[config.mk]
export PLATFORM = sky130hd
export DESIGN_NAME = common_fifo_2pop_flat
export DESIGN_NICKNAME = d
export VERILOG_FILES = /design/src/rtl/common_fifo_2pop_pkg.sv /design/src/rtl/common_fifo_2pop_if.sv /design/src/rtl/common_dffram_3a1wb2r.sv /design/src/rtl/common_fifo_2pop.sv /design/src/flat_wrapper.sv
export SDC_FILE = /design/constraint.sdc
export NUM_CORES = 1
export LEC_CHECK = 0
export BUFFER_PORTS_ARGS = -buffer_cell sky130_fd_sc_hd__clkbuf_2
export CORE_UTILIZATION = 44
export CTS_CLUSTER_SIZE = 16
export DETAILED_ROUTE_END_ITERATION = 10
export PLACE_DENSITY = 0.59
export SYNTH_ARGS = -nofsm -noshare
export SYNTH_HDL_FRONTEND = slang
export SYNTH_SLANG_ARGS = --single-unit
[constraint.sdc]
create_clock -name clk -period 6.17 [get_ports clk]
set_input_delay 0.617 -clock clk [delete_from_list [all_inputs] [get_ports clk]]
set_output_delay 0.617 -clock clk [all_outputs]
set_load 0.02 [all_outputs]
[src/rtl/common_fifo_2pop_pkg.sv]
// Shared definitions for the dual-pop FIFO.
// Holds the pop-count encoding shared with the dual-issue decode stage
// (POP_NONE / POP_ONE / POP_TWO). It also holds a helper that turns a raw
// 2-bit pop request into the number of entries actually requested.
package common_fifo_2pop_pkg;

    localparam logic [1:0] POP_NONE = 2'd0;
    localparam logic [1:0] POP_ONE  = 2'd1;
    localparam logic [1:0] POP_TWO  = 2'd2;

    // Encoding 3 is not a legal request; it saturates to two pops.
    function automatic logic [1:0] clip_pop_req(input logic [1:0] pop_num);
        logic [1:0] req;
        case (pop_num)
            POP_NONE: req = POP_NONE;
            POP_ONE:  req = POP_ONE;
            POP_TWO:  req = POP_TWO;
            default:  req = POP_TWO;
        endcase
        return req;
    endfunction

endpackage

[src/rtl/common_fifo_2pop_if.sv]
// Handshake bundle for common_fifo_2pop.
// The slave side is the FIFO. The master side is the producer/consumer that
// pushes entries, observes the two head entries and requests pops.
//   flush, i_push_valid, i_push_data, i_pop_num : master -> FIFO
//   o_push_ready, o_head0_*, o_head1_*, o_count   : FIFO -> master
interface common_fifo_2pop_if
    import common_fifo_2pop_pkg::*;
#(
    parameter int FIFO_DATA_WIDTH = 32,
    parameter int FIFO_ADDR_WIDTH = 3
);
    logic                       flush;
    logic                       i_push_valid;
    logic                       o_push_ready;
    logic [FIFO_DATA_WIDTH-1:0] i_push_data;
    logic                       o_head0_valid;
    logic [FIFO_DATA_WIDTH-1:0] o_head0_data;
    logic                       o_head1_valid;
    logic [FIFO_DATA_WIDTH-1:0] o_head1_data;
    logic [1:0]                 i_pop_num;
    logic [FIFO_ADDR_WIDTH:0]   o_count;

    modport master (
        output flush, i_push_valid, i_push_data, i_pop_num,
        input  o_push_ready, o_head0_valid, o_head0_data,
               o_head1_valid, o_head1_data, o_count
    );

    modport slave (
        input  flush, i_push_valid, i_push_data, i_pop_num,
        output o_push_ready, o_head0_valid, o_head0_data,
               o_head1_valid, o_head1_data, o_count
    );
endinterface

[src/rtl/common_dffram_3a1wb2r.sv]
// Flip-flop RAM with three addresses: write port A with per-bit enables, and
// two combinational read ports B and C.
// Ports:
//   clk, reset       clock and synchronous active-high reset (contents := RAM_RESET_VALUE)
//   a_addr/a_we/a_bit_en/a_wdata   write port
//   b_addr/b_rdata, c_addr/c_rdata combinational read ports
module common_dffram_3a1wb2r
    import common_fifo_2pop_pkg::*;
#(
    parameter int                        RAM_DATA_WIDTH  = 32,
    parameter int                        RAM_ADDR_WIDTH  = 3,
    parameter logic [RAM_DATA_WIDTH-1:0] RAM_RESET_VALUE = {RAM_DATA_WIDTH{1'b0}}
) (
    input  logic                      clk,
    input  logic                      reset,
    input  logic [RAM_ADDR_WIDTH-1:0] a_addr,
    input  logic                      a_we,
    input  logic [RAM_DATA_WIDTH-1:0] a_bit_en,
    input  logic [RAM_DATA_WIDTH-1:0] a_wdata,
    input  logic [RAM_ADDR_WIDTH-1:0] b_addr,
    output logic [RAM_DATA_WIDTH-1:0] b_rdata,
    input  logic [RAM_ADDR_WIDTH-1:0] c_addr,
    output logic [RAM_DATA_WIDTH-1:0] c_rdata
);
    localparam int RAM_DEPTH = 1 << RAM_ADDR_WIDTH;

    logic [RAM_DATA_WIDTH-1:0] mem_r [RAM_DEPTH];

    // Storage array: reset to a known value, then bit-masked writes on port A.
    always_ff @(posedge clk) begin
        if (reset) begin
            for (int i = 0; i < RAM_DEPTH; i++) begin
                mem_r[i] <= RAM_RESET_VALUE;
            end
        end else if (a_we) begin
            mem_r[a_addr] <= (mem_r[a_addr] & ~a_bit_en) | (a_wdata & a_bit_en);
        end
    end

    assign b_rdata = mem_r[b_addr];
    assign c_rdata = mem_r[c_addr];

endmodule

[src/rtl/common_fifo_2pop.sv]
// Synchronous FIFO that pops up to two entries per cycle. The two oldest
// entries are presented combinationally from the RAM read ports. This module
// is the pointer/occupancy controller around common_dffram_3a1wb2r.
// Ports:
//   clk, reset  clock and synchronous active-high reset
//   fifo_if     slave side of common_fifo_2pop_if (push, heads, pop, flush, count)
module common_fifo_2pop
    import common_fifo_2pop_pkg::*;
#(
    parameter int FIFO_DATA_WIDTH = 32,
    parameter int FIFO_ADDR_WIDTH = 3
) (
    input  logic              clk,
    input  logic              reset,
    common_fifo_2pop_if.slave fifo_if
);
    localparam int                     DEPTH     = 1 << FIFO_ADDR_WIDTH;
    localparam logic [FIFO_ADDR_WIDTH:0] DEPTH_CNT = DEPTH[FIFO_ADDR_WIDTH:0];

    logic [FIFO_ADDR_WIDTH-1:0] wptr_r;
    logic [FIFO_ADDR_WIDTH-1:0] rptr_r;
    logic [FIFO_ADDR_WIDTH:0]   count_r;

    logic                       push_ready_s;
    logic                       push_fire_s;
    logic [FIFO_ADDR_WIDTH:0]   pop_req_s;
    logic [FIFO_ADDR_WIDTH:0]   pop_eff_s;
    logic [FIFO_ADDR_WIDTH-1:0] rptr_plus1_s;
    logic [FIFO_ADDR_WIDTH-1:0] wptr_nxt_s;
    logic [FIFO_ADDR_WIDTH-1:0] rptr_nxt_s;
    logic [FIFO_ADDR_WIDTH:0]   count_nxt_s;

    // Ready comes from registered occupancy only, so a same-cycle pop never
    // frees a slot for a same-cycle push.
    assign push_ready_s = (count_r != DEPTH_CNT);
    assign push_fire_s  = fifo_if.i_push_valid & push_ready_s & ~fifo_if.flush;
    assign rptr_plus1_s = rptr_r + {{(FIFO_ADDR_WIDTH-1){1'b0}}, 1'b1};

    // Pop clipping and next-state computation; flush discards everything.
    always_comb begin
        pop_req_s = (FIFO_ADDR_WIDTH+1)'(clip_pop_req(fifo_if.i_pop_num));
        // Over-pop is clipped to the current occupancy, so the count never underflows.
        if (count_r < pop_req_s) begin
            pop_eff_s = count_r;
        end else begin
            pop_eff_s = pop_req_s;
        end
        if (fifo_if.flush) begin
            wptr_nxt_s  = {FIFO_ADDR_WIDTH{1'b0}};
            rptr_nxt_s  = {FIFO_ADDR_WIDTH{1'b0}};
            count_nxt_s = {(FIFO_ADDR_WIDTH+1){1'b0}};
        end else begin
            wptr_nxt_s  = wptr_r + {{(FIFO_ADDR_WIDTH-1){1'b0}}, push_fire_s};
            rptr_nxt_s  = rptr_r + pop_eff_s[FIFO_ADDR_WIDTH-1:0];
            count_nxt_s = count_r + {{FIFO_ADDR_WIDTH{1'b0}}, push_fire_s} - pop_eff_s;
        end
    end

    // Pointer and occupancy registers.
    always_ff @(posedge clk) begin
        if (reset) begin
            wptr_r  <= {FIFO_ADDR_WIDTH{1'b0}};
            rptr_r  <= {FIFO_ADDR_WIDTH{1'b0}};
            count_r <= {(FIFO_ADDR_WIDTH+1){1'b0}};
        end else begin
            wptr_r  <= wptr_nxt_s;
            rptr_r  <= rptr_nxt_s;
            count_r <= count_nxt_s;
        end
    end

    common_dffram_3a1wb2r #(
        .RAM_DATA_WIDTH (FIFO_DATA_WIDTH),
        .RAM_ADDR_WIDTH (FIFO_ADDR_WIDTH),
        .RAM_RESET_VALUE({FIFO_DATA_WIDTH{1'b0}})
    ) u_ram (
        .clk     (clk),
        .reset   (reset),
        .a_addr  (wptr_r),
        .a_we    (push_fire_s),
        .a_bit_en({FIFO_DATA_WIDTH{1'b1}}),
        .a_wdata (fifo_if.i_push_data),
        .b_addr  (rptr_r),
        .b_rdata (fifo_if.o_head0_data),
        .c_addr  (rptr_plus1_s),
        .c_rdata (fifo_if.o_head1_data)
    );

    assign fifo_if.o_push_ready  = push_ready_s;
    assign fifo_if.o_head0_valid = (count_r != {(FIFO_ADDR_WIDTH+1){1'b0}});
    assign fifo_if.o_head1_valid = (count_r >= (FIFO_ADDR_WIDTH+1)'(2));
    assign fifo_if.o_count       = count_r;

endmodule

[src/flat_wrapper.sv]
// flat-port wrapper written by rule: the top's interface ports become plain ports
module common_fifo_2pop_flat import common_fifo_2pop_pkg::*;
#(
    parameter int FIFO_DATA_WIDTH = 32,
    parameter int FIFO_ADDR_WIDTH = 3
)
  (clk, reset, fifo_if_flush, fifo_if_i_push_valid, fifo_if_i_push_data, fifo_if_i_pop_num, fifo_if_o_push_ready, fifo_if_o_head0_valid, fifo_if_o_head0_data, fifo_if_o_head1_valid, fifo_if_o_head1_data, fifo_if_o_count);
  common_fifo_2pop_if #(.FIFO_DATA_WIDTH(FIFO_DATA_WIDTH), .FIFO_ADDR_WIDTH(FIFO_ADDR_WIDTH)) fifo_if_i ();
  input  logic clk;
  input  logic reset;
  input wire logic [$bits(fifo_if_i.flush)-1:0] fifo_if_flush;
  input wire logic [$bits(fifo_if_i.i_push_valid)-1:0] fifo_if_i_push_valid;
  input wire logic [$bits(fifo_if_i.i_push_data)-1:0] fifo_if_i_push_data;
  input wire logic [$bits(fifo_if_i.i_pop_num)-1:0] fifo_if_i_pop_num;
  output wire logic [$bits(fifo_if_i.o_push_ready)-1:0] fifo_if_o_push_ready;
  output wire logic [$bits(fifo_if_i.o_head0_valid)-1:0] fifo_if_o_head0_valid;
  output wire logic [$bits(fifo_if_i.o_head0_data)-1:0] fifo_if_o_head0_data;
  output wire logic [$bits(fifo_if_i.o_head1_valid)-1:0] fifo_if_o_head1_valid;
  output wire logic [$bits(fifo_if_i.o_head1_data)-1:0] fifo_if_o_head1_data;
  output wire logic [$bits(fifo_if_i.o_count)-1:0] fifo_if_o_count;
  assign fifo_if_i.flush = fifo_if_flush;
  assign fifo_if_i.i_push_valid = fifo_if_i_push_valid;
  assign fifo_if_i.i_push_data = fifo_if_i_push_data;
  assign fifo_if_i.i_pop_num = fifo_if_i_pop_num;
  assign fifo_if_o_push_ready = fifo_if_i.o_push_ready;
  assign fifo_if_o_head0_valid = fifo_if_i.o_head0_valid;
  assign fifo_if_o_head0_data = fifo_if_i.o_head0_data;
  assign fifo_if_o_head1_valid = fifo_if_i.o_head1_valid;
  assign fifo_if_o_head1_data = fifo_if_i.o_head1_data;
  assign fifo_if_o_count = fifo_if_i.o_count;
  common_fifo_2pop #(.FIFO_DATA_WIDTH(FIFO_DATA_WIDTH), .FIFO_ADDR_WIDTH(FIFO_ADDR_WIDTH)) u_core (.clk(clk), .reset(reset), .fifo_if(fifo_if_i));
endmodule
==> impl_metrics.yaml, run 1 <==
clock_tree:
  post_cts_buffers: 0
  insertion_delay_ns: 0.55
  clockBufferDepth: 3
  cts_tree: "done"
  path_clk_slew_ns: 0.06
  cts_buffers: 28
  clkSinkCount: 266
  cts-root-buf: "clkbuf_16"
  cts_resized: 0
  htree_num_levels: 1
  cts_hold_buf: 0
setup_path:
  critPathRequiredTime_ns: 5.55
  critical_path_arrival_ns: 3.14
  cp_max_fo: 50
  cp-start-kind: "register"
  crit_path_end_kind: "output port"
  crit_type: "reg -> out"
power:
  intPower_mw: 3.708
  power-per-cell-area_nw_per_um2: 344.8
  p_leak_nw: 5.380
  p_sw_share_pct: 30.38
  vdd_drop_max_uv: 366.7
  p_clk_share_pct: 30.0
  power_mw: 5.325
  pwr-share-seq_pct: 40.3
  comb_power_share_pct: 29.7
  p_sw_mw: 1.618
sta:
  setup_viol_count_final: 0
  fin_crit_ns: 3.757
  layout_setup_ws_ns: 2.413
  finalCritPeriodShare_pct: 60.89
  finalMaxSlewViolations: 0
  max_freq_ghz: 0.2662
  fin_skew_ns: 0.03075
  final_hold_viol_count: 0
  rsz0062_at_grt: "false"
  tightest_slew_ns: 1.228
  setup_tns_ns: 0
  max_slew_margin_pct: 17.94
route:
  drt_first_pass_iters: 5
  drc: 0
  drt_iter0_markers: 736
  detail_route.wl_per_cell_um: 23.61
  vias_per_cell: 5.802
  wl_um: 33660
  ant_nets: 0
  num_vias: 8273
yosys:
  synth_top_area_share_pct: 55.84
  synth_common_cells: "259 x nor2_1, 256 x edfxtp_1, 128 x mux4_2"
  avgSynthCellArea_um2: 14.90
  synthArstFlopShare_pct: 0
  ys_dominant_reg_cell: "edfxtp_1"
  synthCells: 924
  synth_edf_count: 256
  yosys.cell_count.top_type: "nor2_1"
  synth_cell_types: 35
  ys_warn_count: 0
  synth_top_area_cell: "edfxtp_1"
  ys_seq_area_share_pct: 57.29
  synth_fp_nets: 977
  syn_area_um2: 13770
  synth-seq-cells: 266
  synth.top_cells.by_area: "edfxtp_1 56%, mux4_2 21%, nor2_1 7.1%"
floorplanning:
  die_x_um: 178.9
  dieArea_um2: 32000
  pin_count: 109
  die_y_um: 178.9
  start_util_pct: 44.89
  num_rows: 64
  core_area_um2: 30670
grt:
  grt_max_degree: 67
  grtUsageTotal_pct: 21.54
  grt_pass1_wl_um: 50700
  grt_pass1_vias: 8529
  gr-total-overflow: 0
  antenna_found_initial: 0
finish:
  fin_util_pct: 50.36
  final_nets: 1062
  drive_above_1_share_pct: 36.21
  fin_area_um2: 15450
  diodes: 0
  nFillCells: 2646
  area_growth_pct: 12.20
placement:
  placed_area_um2: 14580
  place_ws_ns: 2.526
  portBuffers: 108
  gp_congestion: 0.7481
  dp_hpwl_um: 19270
run:
  max_cap_violations: 0
min_path:
  min_path_type: "in -> reg"
status:
  status: "complete, no violations"
==> cell usage in the layout (no fill, tap or decap), drive strengths merged, types with 2 or more instances in the layout <==
cell type    n
clkinv      13
inv          9
edfxtp     256
o21bai       8
nor2       259
nor3         3
and2         5
buf         19
mux2i        4
or3          2
o21ai        2
mux2        65
ha          13
xor2         3
clkbuf     144
bufinv       2
mux4       128
nand4b       2
nand2       71
fa           2
dfxtp       10
==> flip-flops by register name (all words and copies together) (netlist names) <==
| register | count |
|---|---|
| u_core.fifo_if.o_count | 4 |
| u_core.rptr_r | 3 |
| u_core.wptr_r | 3 |
| u_core.u_ram.mem_r | 256 |
==> power groups by stage <==
stage	Combinational (mW)	Sequential [mW]	Clock [mW]
after floorplan	1.20	2.15	0
after global placement	1.60	2.18	0
after detailed placement	1.60	2.19	0
after CTS	1.61	2.15	1.62
after global routing	1.70	2.16	1.68
final	1.58	2.15	1.60
==> worst max-delay path: stages, from the launching register on <==
cell and delay, ns:
dfxtp_4 0.58, buf_4 0.91, mux4_2 0.60, mux2_2 0.31, clkbuf_2 0.17
==> cell type report <==
cell class / count / area [µm²] / area share [%]
Multi-Input combinational cell: 577 / 5474 / 35.44
Sequential cell: 266 / 7898 / 51.13
Inverter: 9 / 33.78 / 0.2187
Clock inverter: 15 / 131.4 / 0.8505
Tap cell: 396 / 495.5 / 3.208
Timing Repair Buffer: 127 / 683.2 / 4.423
Clock buffer: 36 / 730.7 / 4.731
==> layer usage <==
metal,vias up,wire length [µm],track usage (%),share of wire (%)
met5,-,0,0,0
met4,0,603,4.802,1.8
met1,4283,14580,29.97,43
li1,3657,-,-,-
met2,288,16320,36.00,48
met3,45,2158,2.969,6.4
==> kinds of logic after synthesis <==
group	Yosys count	synth area share, %
adders and majority gates	15	1.472
and+or+nand+nor	348	9.915
muxes	197	26.55
DFF	266	57.29
xor gates and xnor gates	4	0.2545
AOI/OAI and AO/OA	13	0.6543
buffers and inverters	81	3.863
==> path summary, 6_finish.rpt <==
path,from,end,slack (ns),cells after the start
max,u_core.rptr_r[1]$_SDFF_PP0_,fifo_if_o_head0_data[31],2.41,4
min,fifo_if_flush,u_core.fifo_if.o_count[2]$_SDFF_PP0_,0.36,2
max reg2reg,u_core.fifo_if.o_count[2]$_SDFF_PP0_,u_core.u_ram.mem_r[3][9]$_SDFFCE_PN0P_,2.80,6
min reg2reg,u_core.wptr_r[2]$_SDFF_PP0_,u_core.wptr_r[2]$_SDFF_PP0_,0.62,2
==> metrics by stage <==
step           hold slack [ns]  cells
6_report                0.3648   1426
3_5_place_dp            0.6012   1375
3_3_place_gp            0.6057   1375
5_1_grt                 0.3742   1426
4_1_cts                 0.3529   1426
2_1_floorplan           0.5327    924
Note: power is estimated with default switching activity, not from simulation.
==> run 2: changes to the inputs <==
PLACE_DENSITY = 0.61   (was 0.59)
clock period = 3 ns   (was 6.17 ns; I/O delays follow)
==> run 2 against run 1 <==
Flip-flop and latch count is the same. Critical path depth rose by 7. Highest routed layer unchanged. Cell area rose by 1.9%. Sequential power increased by 100%. Sequential share of layout area shrank 0.94 points. Core utilization rose by 0.94 points.
==> impl_metrics.yaml, run 2 (synthesis results as in run 1) <==
status:
  status: "complete, no violations"
sta:
  final_hold_viol_count: 0
  setup_tns_ns: 0
  finalCritPeriodShare_pct: 91.29
  rsz0062_at_grt: "false"
  tightest_slew_ns: 0.8819
  fin_skew_ns: 0.01234
  setup_viol_count_final: 0
  finalMaxSlewViolations: 0
  max_freq_ghz: 0.3651
  max_slew_margin_pct: 41.21
  fin_crit_ns: 2.739
  hold_ws_ns: 0.07641
setup_path:
  cp-start-kind: "register"
  r2r_start: "u_core.fifo_if.o_count[1]$_SDFF_PP0_"
  critical_path.most_common_cell: "ha_1"
  crit_family: "adder cells"
  critPathRequiredTime_ns: 3.46
  critical_path_arrival_ns: 3.20
  reg2reg_setup_slack_ns: 0.26
  cp_slowest_cell: "dfxtp_1"
  crit_chain: "ha_1 > nor4b_1 > o21ai_1 > mux2i_1 > ha_1 > inv_1 > ha_1 > inv_1 > fa_1 > xor2_1 > nor3_1"
  r2r_cells: 11
  slowest_delay_ns: 0.38
  critical_path_buf_inv_count: 2
  cp_max_fo: 8
  crit_path_end_kind: "register"
  r2r_end: "u_core.fifo_if.o_count[2]$_SDFF_PP0_"
  crit_type: "reg -> reg"
finish:
  final_nets: 1085
  mostFrequentLayoutCells: "259 x nor2_1, 256 x edfxtp_1, 128 x mux4_2, 108 x clkbuf_2, 71 x nand2_1"
  fin_util_pct: 51.31
  area_growth_pct: 14.30
  top_register: "u_core.u_ram.mem_r"
  final_common_cell: "nor2_1"
  largest_register_ffs: 256
  drive_above_1_share_pct: 37.52
  fin_area_um2: 15740
route:
  wl_um: 34100
  drc: 0
  ant_nets: 0
  detail_route.wl_per_cell_um: 23.57
  drt_first_pass_iters: 5
  drt_iter0_markers: 698
  vias_per_cell: 5.801
  num_vias: 8394
placement:
  dp_hpwl_um: 20690
  gp_congestion: 0.7463
  portBuffers: 108
  placed_area_um2: 14930
min_path:
  min_path_type: "in -> reg"
  hold_end: "u_core.wptr_r[2]$_SDFF_PP0_"
  hp-start: "fifo_if_flush"
  hold_path_depth: 2
floorplanning:
  num_rows: 64
  core_area_um2: 30670
  dieArea_um2: 32000
  pin_count: 109
  die_x_um: 178.9
  start_util_pct: 44.89
  die_y_um: 178.9
grt:
  grt_pass1_wl_um: 51120
  antenna_found_initial: 1
  gr-total-overflow: 0
  grtUsageTotal_pct: 21.92
  grt_max_degree: 63
  grt_pass1_vias: 8655
run:
  max_cap_violations: 0
power:
  power-per-cell-area_nw_per_um2: 693.4
  power_mw: 10.91
  p_leak_nw: 5.514
  vdd_drop_max_uv: 600.9
clock_tree:
  cts_tree: "done"
  cts-root-buf: "clkbuf_16"
  htree_num_levels: 1
  cts_buffers: 28
  insertion_delay_ns: 0.55
  cts_resized: 0
  post_cts_buffers: 0
  path_clk_slew_ns: 0.06
  clockBufferDepth: 3
  clkSinkCount: 266
  cts_hold_buf: 0
## run 2: cell types whose count changed in the layout (fill, tap and decap cells not counted)
cell	change
clkinv_8	-1
buf_12	+13
bufinv_16	-2
clkbuf_16	+1
nand3_4	+1
diode_2	+1
buf_4	+10
clkinvlp_4	+1
clkinv_4	-1
clkinv_1	-4
clkbuf_1	+3
nand3_2	-1
## run 2: cell type report
cell class	instances	area [µm²]
Tap cell	396	495.5
Antenna cell	1	2.502
Clock inverter	8	38.79
Inverter	9	33.78
Multi-Input combinational cell	577	5482
Sequential cell	266	7898
Clock buffer	40	767.0
Timing Repair Buffer	150	1018
Fill cell	2632	14930
## run 2: report_power, final
| part | internal (mW) | switching (mW) |
|---|---|---|
| clock network | 1.76 | 1.37 |
| registers | 4.25 | 0.124 |
| logic | 1.58 | 1.83 |
## run 2: worst register-to-register path, delay by kind of cell (launching register included)
kind | cells | cell delay (ns)
DFF | 1 | 0.38
xor gates and xnor gates | 1 | 0.17
AOI/OAI and AO/OA | 1 | 0.24
muxes | 1 | 0.26
adders and majority gates | 4 | 1.03
buffers and inverters | 2 | 0.12
and+or+nand+nor | 2 | 0.47
## run 2: per-stage QoR
stage          setup slack, ns  instances
6_report                0.2612       1447
3_3_place_gp            0.2996       1398
3_5_place_dp            0.2204       1398
2_1_floorplan          -0.5471        924
4_1_cts                 0.2626       1446
5_1_grt                0.09359       1446
## run 2: metal layers
metal | wire length [µm] | up-vias | global-route usage, %
met5 | 0 | - | 0
li1 | - | 3710 | -
met2 | 17290 | 271 | 38.16
met1 | 14130 | 4368 | 29.07
met3 | 2039 | 45 | 2.905
met4 | 637 | 0 | 5.191
## run 2: worst max-delay path by stage
stage	from	slack (ns)	endpoint	cells after the start
final	u_core.fifo_if.o_count[1]$_SDFF_PP0_	0.26	u_core.fifo_if.o_count[2]$_SDFF_PP0_	11
after global routing	u_core.fifo_if.o_count[1]$_SDFF_PP0_	0.09	u_core.fifo_if.o_count[2]$_SDFF_PP0_	11
after CTS	u_core.fifo_if.o_count[1]$_SDFF_PP0_	0.26	u_core.fifo_if.o_count[2]$_SDFF_PP0_	11
after detailed placement	fifo_if_i_pop_num[1]	0.22	u_core.fifo_if.o_count[2]$_SDFF_PP0_	13
after global placement	fifo_if_i_pop_num[1]	0.30	u_core.fifo_if.o_count[2]$_SDFF_PP0_	13
after floorplan	u_core.fifo_if.o_count[2]$_SDFF_PP0_	-0.55	u_core.u_ram.mem_r[1][0]$_SDFFCE_PN0P_	7
==> run 3: changes to the inputs <==
CORE_MARGIN = 5   (was default)
==> run 3 against run 2 <==
Clock power increased by 23%. Register-to-register slack is essentially flat. Global-route usage shrank 2.6 points. Clock skew decreased by 0.0035 ns. Core utilization rose by 0.21 points. Sequential share of layout area fell by 0.34 points. Combinational power decreased by 3%. Critical endpoint is now fifo_if_o_head1_data[5].
==> impl_metrics.yaml, run 3 (synthesis results as in run 1) <==
clock_tree:
  cts_buffers: 28
  clockBufferDepth: 3
  clkSinkCount: 266
  post_cts_buffers: 0
  htree_num_levels: 1
  cts_tree: "done"
  insertion_delay_ns: 0.53
  cts_hold_buf: 0
  path_clk_slew_ns: 0.06
  cts-root-buf: "clkbuf_16"
  cts_resized: 0
sta:
  setup_viol_count_final: 0
  max_freq_ghz: 0.3524
  final_hold_viol_count: 0
  fin_crit_ns: 2.838
  layout_setup_ws_ns: 0.1622
  finalCritPeriodShare_pct: 94.59
  tightest_slew_ns: 0.6943
  finalMaxSlewViolations: 0
  hold_ws_ns: 0.08735
  max_slew_margin_pct: 53.71
  fin_skew_ns: 0.008837
  rsz0062_at_grt: "false"
setup_path:
  crit_type: "reg -> out"
  critPathRequiredTime_ns: 2.70
  r2r_cells: 11
  r2r_end: "u_core.fifo_if.o_count[2]$_SDFF_PP0_"
  critical_path_arrival_ns: 2.54
  cp-start-kind: "register"
  crit_path_end_kind: "output port"
  reg2reg_setup_slack_ns: 0.27
  r2r_start: "u_core.fifo_if.o_count[1]$_SDFF_PP0_"
  cp_max_fo: 26
status:
  status: "complete, no violations"
placement:
  dp_hpwl_um: 20560
  placed_area_um2: 14790
  gp_congestion: 0.7466
  portBuffers: 108
  place_ws_ns: 0.2308
  dpl.cell_count: 1390
finish:
  area_growth_pct: 15.07
  fin_cells: 1442
  fin_area_um2: 15840
  drive_above_1_share_pct: 38.24
  final_common_cell: "nor2_1"
  top_register: "u_core.u_ram.mem_r"
  final_nets: 1077
  largest_register_ffs: 256
  diodes: 0
  mostFrequentLayoutCells: "259 x nor2_1, 256 x edfxtp_1, 128 x mux4_2, 108 x clkbuf_2, 71 x nand2_1"
floorplanning:
  die_x_um: 186.9
  pin_count: 109
  core_area_um2: 30750
  num_rows: 64
  die_y_um: 186.9
  dieArea_um2: 34930
  start_util_pct: 44.77
grt:
  grt_pass1_wl_um: 52280
  grt_max_degree: 66
  grt_pass1_vias: 8912
  gr-total-overflow: 0
  antenna_found_initial: 1
  grtUsageTotal_pct: 19.29
route:
  drc: 0
  ant_nets: 0
  vias_per_cell: 5.741
  drt_first_pass_iters: 7
  num_vias: 8279
  drt_iter0_markers: 534
  detail_route.wl_per_cell_um: 23.43
  wl_um: 33790
run:
  max_cap_violations: 0
min_path:
  hold_end: "u_core.wptr_r[2]$_SDFF_PP0_"
  hp-start: "fifo_if_flush"
  min_path_type: "in -> reg"
  hold_path_depth: 2
power:
  power-per-cell-area_nw_per_um2: 730.9
  p_leak_nw: 5.574
  vdd_drop_max_uv: 739.5
==> run 3: power by group <==
group	internal [mW]	total, mW	switching (mW)	leakage [nW]
Sequential	4.25	4.40	0.146	2.73
Clock	2.45	3.86	1.41	0.510
Combinational	1.54	3.32	1.78	2.33
==> run 3: final cells by class <==
cell class	instances	area [µm²]
Clock buffer	30	729.5
Clock inverter	22	320.3
Sequential cell	266	7898
Multi-Input combinational cell	577	5482
Tap cell	396	495.5
Fill cell	2647	14910
Timing Repair Buffer	142	883.3
Inverter	9	33.78
==> run 3: layer usage <==
layer  wire, µm  up-vias  GRT usage [%]
met5         13        -              0
met2      17410      309          34.77
met4        450        2          3.470
met3       2343       38          2.874
li1           -     3698              -
met1      13580     4232          25.27
==> run 3: worst max path at each step <==
stage	endpoint	from	slack (ns)	cells after the start
6_report	fifo_if_o_head1_data[5]	u_core.rptr_r[0]$_SDFF_PP0_	0.16	4
5_1_grt	u_core.fifo_if.o_count[2]$_SDFF_PP0_	u_core.fifo_if.o_count[1]$_SDFF_PP0_	0.009	11
4_1_cts	fifo_if_o_head1_data[5]	u_core.rptr_r[0]$_SDFF_PP0_	0.1	4
3_5_place_dp	u_core.fifo_if.o_count[2]$_SDFF_PP0_	fifo_if_i_pop_num[1]	0.23	13
3_3_place_gp	u_core.fifo_if.o_count[2]$_SDFF_PP0_	fifo_if_i_pop_num[1]	0.27	13
2_1_floorplan	u_core.u_ram.mem_r[1][0]$_SDFFCE_PN0P_	u_core.fifo_if.o_count[2]$_SDFF_PP0_	-0.55	7
==> run 3: stage by stage <==
step | utilization (%) | TNS, ns | power (mW)
after floorplan | - | -35.01 | 6.899
after global placement | 48.10 | 0 | 7.823
after detailed placement | 48.10 | 0 | 7.851
after CTS | 51.52 | 0 | 11.70
after global routing | 51.52 | 0 | 12.08
final | 51.52 | 0 | 11.58
==> run 3: worst max-delay path, cell delays in order (launching register included) <==
cell	delay [ns]
dfxtp_4	0.52
buf_4	0.44
mux4_2	0.56
mux2_2	0.31
clkbuf_2	0.17
